**src/rtl/imm_pkg.sv**
```systemverilog
// Shared types for the ARM immediate-extension stage: mode codes, result bundle, widths.
package imm_pkg;

    localparam int INST_W    = 24;
    localparam int IMM_MAX_W = 64;

    typedef enum logic [2:0] {
        IMM_DP_ROT = 3'd0,
        IMM_12     = 3'd1,
        IMM_BR     = 3'd2,
        IMM_HALF   = 3'd3
    } imm_src_e;

    // ext_imm is carried at the widest legal output width; the stage keeps the low DATA_W bits.
    typedef struct packed {
        logic [IMM_MAX_W-1:0] ext_imm;
        logic                 shift_c;
        logic                 illegal;
    } imm_result_t;

endpackage

```
**src/rtl/imm_extend_core.sv**
```systemverilog
// Combinational immediate extension: decodes the mode and produces the extended
// immediate, the shifter carry-out and the illegal-mode flag.
module imm_extend_core
    import imm_pkg::*;
#(
    parameter int SRC_W = 3
) (
    input  logic [INST_W-1:0] inst_i,
    input  logic [SRC_W-1:0]  imm_src_i,
    input  logic              c_in_i,
    output imm_result_t       result_o
);

    logic [4:0]  rot_amt;
    logic [63:0] rot_pair;
    logic [31:0] rot_val;

    // Shifting a doubled copy right yields a rotate-right in the low word.
    assign rot_amt  = {inst_i[11:8], 1'b0};
    assign rot_pair = {24'b0, inst_i[7:0], 24'b0, inst_i[7:0]} >> rot_amt;
    assign rot_val  = rot_pair[31:0];

    always_comb begin
        result_o         = '0;
        result_o.shift_c = c_in_i;
        if (imm_src_i >= SRC_W'(4)) begin
            result_o.illegal = 1'b1;
        end else begin
            case (imm_src_e'(imm_src_i[2:0]))
                IMM_DP_ROT: begin
                    result_o.ext_imm = {32'b0, rot_val};
                    if (inst_i[11:8] != 4'd0) begin
                        result_o.shift_c = rot_val[31];
                    end
                end
                IMM_12:   result_o.ext_imm = {52'b0, inst_i[11:0]};
                IMM_BR:   result_o.ext_imm = {{38{inst_i[23]}}, inst_i, 2'b00};
                IMM_HALF: result_o.ext_imm = {56'b0, inst_i[11:8], inst_i[3:0]};
                default:  result_o.illegal = 1'b1;
            endcase
        end
    end

endmodule

```
**src/rtl/imm_extend_pipe.sv**
```systemverilog
// Elastic registered immediate-extension stage: output register plus one-entry skid
// buffer around imm_extend_core, valid/ready on both sides.
module imm_extend_pipe
    import imm_pkg::*;
#(
    parameter int DATA_W = 32,
    parameter int SRC_W  = 3
) (
    input  logic              clk,
    input  logic              reset,
    input  logic              flush,
    input  logic              in_valid,
    output logic              in_ready,
    input  logic [INST_W-1:0] inst,
    input  logic [SRC_W-1:0]  imm_src,
    input  logic              c_in,
    output logic              out_valid,
    input  logic              out_ready,
    output logic [DATA_W-1:0] ext_imm,
    output logic              shift_c,
    output logic              illegal
);

    localparam int ENT_W = DATA_W + 2;

    imm_result_t      core_res;
    logic [ENT_W-1:0] in_ent;
    logic             accept;

    logic             out_valid_q, out_valid_d;
    logic             skid_valid_q, skid_valid_d;
    logic [ENT_W-1:0] out_ent_q, out_ent_d;
    logic [ENT_W-1:0] skid_ent_q, skid_ent_d;

    imm_extend_core #(.SRC_W(SRC_W)) u_core (
        .inst_i    (inst),
        .imm_src_i (imm_src),
        .c_in_i    (c_in),
        .result_o  (core_res)
    );

    assign in_ent = {core_res.ext_imm[DATA_W-1:0], core_res.shift_c, core_res.illegal};

    if (DATA_W < IMM_MAX_W) begin : g_trim
        logic unused_hi;
        assign unused_hi = ^core_res.ext_imm[IMM_MAX_W-1:DATA_W];
    end

    assign in_ready = ~skid_valid_q;
    assign accept   = in_valid & ~skid_valid_q;

    always_comb begin
        out_valid_d  = out_valid_q;
        skid_valid_d = skid_valid_q;
        out_ent_d    = out_ent_q;
        skid_ent_d   = skid_ent_q;
        if (flush) begin
            out_valid_d  = 1'b0;
            skid_valid_d = 1'b0;
        end else if (!out_valid_q || out_ready) begin
            // A full skid blocks the input, so it always refills the output first.
            if (skid_valid_q) begin
                out_ent_d    = skid_ent_q;
                out_valid_d  = 1'b1;
                skid_valid_d = 1'b0;
            end else if (accept) begin
                out_ent_d   = in_ent;
                out_valid_d = 1'b1;
            end else begin
                out_valid_d = 1'b0;
            end
        end else if (accept) begin
            skid_ent_d   = in_ent;
            skid_valid_d = 1'b1;
        end
    end

    always_ff @(posedge clk) begin
        if (reset) begin
            out_valid_q  <= 1'b0;
            skid_valid_q <= 1'b0;
            out_ent_q    <= '0;
            skid_ent_q   <= '0;
        end else begin
            out_valid_q  <= out_valid_d;
            skid_valid_q <= skid_valid_d;
            out_ent_q    <= out_ent_d;
            skid_ent_q   <= skid_ent_d;
        end
    end

    assign out_valid = out_valid_q;
    assign ext_imm   = out_ent_q[ENT_W-1:2];
    assign shift_c   = out_ent_q[1];
    assign illegal   = out_ent_q[0];

endmodule
```
**config.mk**
```make
export PLATFORM = sky130hd
export DESIGN_NAME = imm_extend_pipe
export DESIGN_NICKNAME = d
export VERILOG_FILES = /design/src/rtl/imm_pkg.sv /design/src/rtl/imm_extend_core.sv /design/src/rtl/imm_extend_pipe.sv
export SDC_FILE = /design/constraint.sdc
export NUM_CORES = 1
export LEC_CHECK = 0
export BUFFER_PORTS_ARGS = -buffer_cell sky130_fd_sc_hd__buf_2
export CAP_MARGIN = 10
export CORE_ASPECT_RATIO = 1.5
export CORE_MARGIN = 3
export CORE_UTILIZATION = 36
export DETAILED_ROUTE_END_ITERATION = 16
export PLACE_DENSITY = 0.62
export SETUP_SLACK_MARGIN = 0.02
export SYNTH_ARGS = -nofsm -noshare
export SYNTH_HDL_FRONTEND = slang
export SYNTH_SLANG_ARGS = --single-unit
```
**constraint.sdc**
```tcl
create_clock -name clk -period 1.9 [get_ports clk]
set_input_delay 0.095 -clock clk [delete_from_list [all_inputs] [get_ports clk]]
set_output_delay 0.095 -clock clk [all_outputs]
set_load 0.05 [all_outputs]
```
After elaboration in Yosys (flattened, before gate mapping) --
Cells that the tools add are included.
Storage, ports and cells: word-level logic and storage cells 33, register bits 70, ROM bits 0, bits in writable memories 0, input port bits 33, bits in latches 0, memories kept 0, output and inout port bits 36
Cells by class: shifts and indexed selects 1, multipliers 0, add/subtract/negate cells 0, reduce and logical (&&, ||, !) cells 10, divide/modulo/power cells 0, bitwise operators 4, equal/unequal tests 3, muxes and demuxes 10, magnitude comparators 1
Operators with widths (number):
- $pmux 32 s4 | 1
- $mux 34 | 2
- $shr 40x5->32 | 1
- $mux 33 | 1
- $eq 3x2->1 const B | 2
- $mux 1 | 6
- $reduce_and 3->1 | 2
- $reduce_bool 4->1 | 1
- $reduce_or 4->1 | 1
- $eq 3x1->1 const B | 1
- $ge 3x3->1 const B | 1
- $logic_not 3->1 | 1
- $not 1->1 | 3
- $reduce_or 3->1 | 1
- $reduce_bool 2->1 | 1
- $reduce_or 2->1 | 1
- $and 1x1->1 | 1
- $logic_not 1->1 | 1
- $logic_or 1x1->1 | 1

Logic depth before layout (Yosys ltp) --
depth in word-level cells 6, gate-level depth with buffers 7, mapped depth without buffers 4

By module --
Synthesis repeated with hierarchy kept, for this count alone.
Unflattened totals: cells, all modules 517, area total of the unflattened synthesis 4724.5 um2
Modules (own cells, without submodules):
- imm_extend_pipe | cells each 350, area each 3522.1 um2, times used 1, seq. area each 1401.3 um2
- imm_extend_core | cells each 167, area each 1202.4 um2, times used 1, seq. area each 0.0 um2

Worst setup path before layout --
No wires, ideal clock.
path kind flip-flop to flip-flop, from reg out_valid_q, in the netlist out_valid, to reg skid_ent_q[27], arrival 1843 ps, slack -81 ps, clock period less this slack 1981 ps, required time 1762 ps, cell stages (with the launch flop) 6, library setup time 138 ps, buffers on the path 1, cells stage by stage dfxtp_1 nor2b_1 clkbuf_1 nand3_1 a21oi_1 a211oi_1
Between the ends: longest elaborated chain between the ends 4
Ends and longest elaborated chain:
- from (decl) | RTL line imm_extend_pipe.sv:30 | logic out_valid_q, out_valid_d;
- from (signal assigned) | RTL line imm_extend_pipe.sv:85 | out_valid_q <= out_valid_d;
- $logic_not 1->1 | RTL line imm_extend_pipe.sv:60 | end else if (!out_valid_q || out_ready) begin
- $logic_or 1x1->1 | RTL line imm_extend_pipe.sv:60
- $not 1->1 (no line)
- $reduce_and 3->1 (no line)
- to (signal assigned) | RTL line imm_extend_pipe.sv:88 | skid_ent_q <= skid_ent_d;
- to (decl) | RTL line imm_extend_pipe.sv:33 | logic [ENT_W-1:0] skid_ent_q, skid_ent_d;
Every way passes these cells. A chain may end at the register's enable or synchronous reset.

Worst setup path after layout --
from reg out_valid_q, in the netlist out_valid, to reg out_ent_q[21]
Between the ends: longest elaborated chain between the ends 3
Ends and longest elaborated chain:
- $logic_not 1->1 | RTL line imm_extend_pipe.sv:60
- $logic_or 1x1->1 | RTL line imm_extend_pipe.sv:60
- $reduce_and 3->1 (no line)
- to (signal assigned) | RTL line imm_extend_pipe.sv:87 | out_ent_q <= out_ent_d;
- to (decl) | RTL line imm_extend_pipe.sv:32 | logic [ENT_W-1:0] out_ent_q, out_ent_d;
Every way passes these cells.

==> results.sh <==
export IMPL_status="completed"
export IMPL_stdcell_area_mm2=0.004767
export IMPL_cp_data_required_time_ns=2.15
export IMPL_grt_pass1_wl_um=19580
export IMPL_io_pins=69
export IMPL_track_usage_pct=20.29
export IMPL_cp_slowest_cell="or3_1"
export IMPL_period_share_pct=89.99
export IMPL_cts_setup_buffers=0
export IMPL_rsz0062_at_grt="false"
export IMPL_rrSetupSlack_ns=0.19
export IMPL_syn_area_per_cell_um2=8.271
export IMPL_cts_num_sinks=70
export IMPL_cp_common_cell="or3_1"
export IMPL_synthTopCellsByCount="dfxtp_1, nor2_1, nor3_1, clkbuf_1, nand2_1"
export IMPL_yosysTopAreaCell="dfxtp_1"
export IMPL_syn_cell_area_mm2=0.003846
export IMPL_antenna_found_initial=0
export IMPL_yosysTopAreaCellShare_pct=36.43
export IMPL_synth_mux_area_share_pct=4.554
export IMPL_cts_htree_levels=3
export IMPL_clk_insertion_delay_late_ns=0.33
export IMPL_synthTopCellsByArea="dfxtp_1, nor2_1, a211oi_1, nor3_1, nand3b_1"
export IMPL_cts_root_buffer="clkbuf_16"
export IMPL_power_leakage_nw=1.748
export IMPL_viasPerCell=5.835
export IMPL_finalSetupViolations=0
export IMPL_multiInputGateArea_mm2=0.002222
export IMPL_netlist_instances=465
export IMPL_die_area_mm2=0.01199
export IMPL_crit_fanout=8
export IMPL_r2r_end="out_ent_q[21]"
export IMPL_holdBufCountCts=0
export IMPL_core_mm2=0.01025
export IMPL_firstDrtPassIters=5
export IMPL_critPathMaxStageDelay_ns=0.51
export IMPL_finalSetupTns_ns=0
export IMPL_min_from="out_ready"
export IMPL_regArea_mm2=0.001403
export IMPL_initial_utilization_pct=37.53
export IMPL_wl_per_cell_um=17.89
export IMPL_grt_pass1_vias=3701
export IMPL_min_period_ns=1.710
export IMPL_timing_fmax_mhz=584.9
export IMPL_reg2regPathDepth=4
export IMPL_clk_path_buf_depth=2
export IMPL_synth_fa_ha_area_share_pct=0
export IMPL_globalplace_congestion=0.8966
export IMPL_nFillCells=1090
export IMPL_cts_tree="yes"
export IMPL_holdPathStages=3
export IMPL_grt_max_degree=47
export IMPL_hold_viol=0
export IMPL_numPortBuffers=68
export IMPL_synth_top_family_by_area="simple AND/OR/NAND/NOR gates"
export IMPL_overflow=0
export IMPL_worst_setup_path_end_kind="flip-flop"
export IMPL_cts_buffers=9
export IMPL_ant_nets=0
export IMPL_synth_nets=498
export IMPL_critPathTopFamily="simple AND/OR/NAND/NOR gates"
export IMPL_drive_gt1_share_pct=24.39
export IMPL_diodes=0
export IMPL_ys_types=49
export IMPL_clock_skew_ns=0.004438
export IMPL_vdd_drop_max_mv=0.4626
export IMPL_fp_dieH_um=132.6
export IMPL_drt_iter0_drc=195
export IMPL_worstPathCellList="nor2b_1, or3_1, or3_1, o211ai_1"
export IMPL_ys_ff_latch=70
export IMPL_clkSlewWorstSetupHoldPaths_ns=0.06
export IMPL_drv_cap=0
export IMPL_powerDensity_mw_per_mm2=770.6
export IMPL_via_count=3956
export IMPL_hpwl_um=8775
export IMPL_synthArstFlopShare_pct=0
export IMPL_crit_path_start_kind="flip-flop"
export IMPL_rr_startpoint="out_valid"
export IMPL_arrival_ns=1.96
export IMPL_worst_pin_slew_ns=0.6817
export IMPL_drc=0
export IMPL_slew_violations=0
export IMPL_ys_warn_count=0
export IMPL_syn_to_final_growth_pct=23.94
export IMPL_drt_total_wl_um=12130
export IMPL_cp_num_buf_inv=0
export IMPL_yosysMostFrequentCell="dfxtp_1"
export IMPL_relSlewSlack_pct=54.55
export IMPL_hold_class="input pin to flip-flop"
export IMPL_row_count=45
export IMPL_nets=566
export IMPL_min_to="skid_valid_q"
export IMPL_path_class="flip-flop to flip-flop"
export IMPL_yosys_area_share_simple_pct=26.84
export IMPL_die_w_um=90.40
export IMPL_synth_compound_area_share_pct=26.09
export IMPL_ctsResizeCount=0
export IMPL_ys_seq_area_share_pct=36.43
export IMPL_dpl_instance_area_mm2=0.004501
export IMPL_synthFlopType="dfxtp_1"
export IMPL_synth_xor_area_share_pct=0
export IMPL_synth_edf_count=0
## report_power, final
group | internal, mW | switching [mW]
clock network | 0.906 | 0.611
logic | 0.209 | 0.415
registers | 1.51 | 0.0210
## sequential cells by signal, indices dropped and copies added (netlist names)
| register | count |
|---|---|
| skid_valid_q | 1 |
| skid_ent_q | 34 |
| out_valid | 1 |
| out_ent_q | 34 |
## per-stage QoR
stage | hold slack (ns) | power (mW) | instances | setup slack [ns] | utilization [%]
2_1_floorplan | 0.2493 | 1.964 | 465 | 0.08631 | -
3_3_place_gp | 0.3975 | 2.182 | 663 | 0.1617 | 43.92
3_5_place_dp | 0.3940 | 2.185 | 663 | 0.1594 | 43.92
4_1_cts | 0.04802 | 3.693 | 678 | 0.1732 | 46.52
5_1_grt | 0.08262 | 3.812 | 678 | 0.04729 | 46.52
6_report | 0.05397 | 3.673 | 678 | 0.1902 | 46.52
## tightest hold or removal path, cell delays in order
cell and delay [ns]:
buf_2 0.08, nand2b_1 0.11, nor4_1 0.05
## cell usage in the layout, fill, tap and decap left out, types with 6 or more instances in the layout
cell,count
buf_2,68
nand4b_1,6
nor4_1,9
o21ai_0,12
nand3b_1,20
dfxtp_1,69
buf_4,31
nor2_1,57
o41ai_1,7
mux2i_1,13
a21oi_1,23
o21bai_1,8
a211oi_1,26
a311oi_1,14
inv_1,6
nand2_1,28
a221oi_1,10
nand2b_1,13
o221ai_1,6
clkbuf_16,9
o211ai_1,9
nor3_1,30
## layer usage
metal,vias up,GRT usage [%],wire length [um]
li1,1900,-,-
met1,1915,26.01,5279
met2,125,34.01,6004
met3,16,3.641,619
met4,0,7.411,225
met5,-,0,0
## cells by family after synthesis
kind of cell | after synthesis
compound gates | 133
buf+inv | 54
simple gates | 193
flops | 70
mux | 15
## area by class of cell
type,instances,share of cell area (%)
flip-flops and latches,70,29.42
inverters,7,0.5512
repair buffers,104,14.12
clock inverters,4,0.4987
clock buffers,11,5.092
well taps,141,3.701
multi-input cells,341,46.61
## how the worst max path moves through the flow
stage / startpoint / to / slack (ns) / cells after the start
after CTS: out_valid / out_ent_q[21] / 0.17 / 4
after floorplan: out_valid / skid_ent_q[27] / 0.09 / 5
after detailed placement: inst[8] / out_ent_q[1] / 0.16 / 6
final: out_valid / out_ent_q[21] / 0.19 / 4
after global placement: inst[10] / out_ent_q[33] / 0.16 / 5
after global routing: out_valid / out_ent_q[4] / 0.05 / 6
Note: power is estimated with default switching activity, not from simulation.
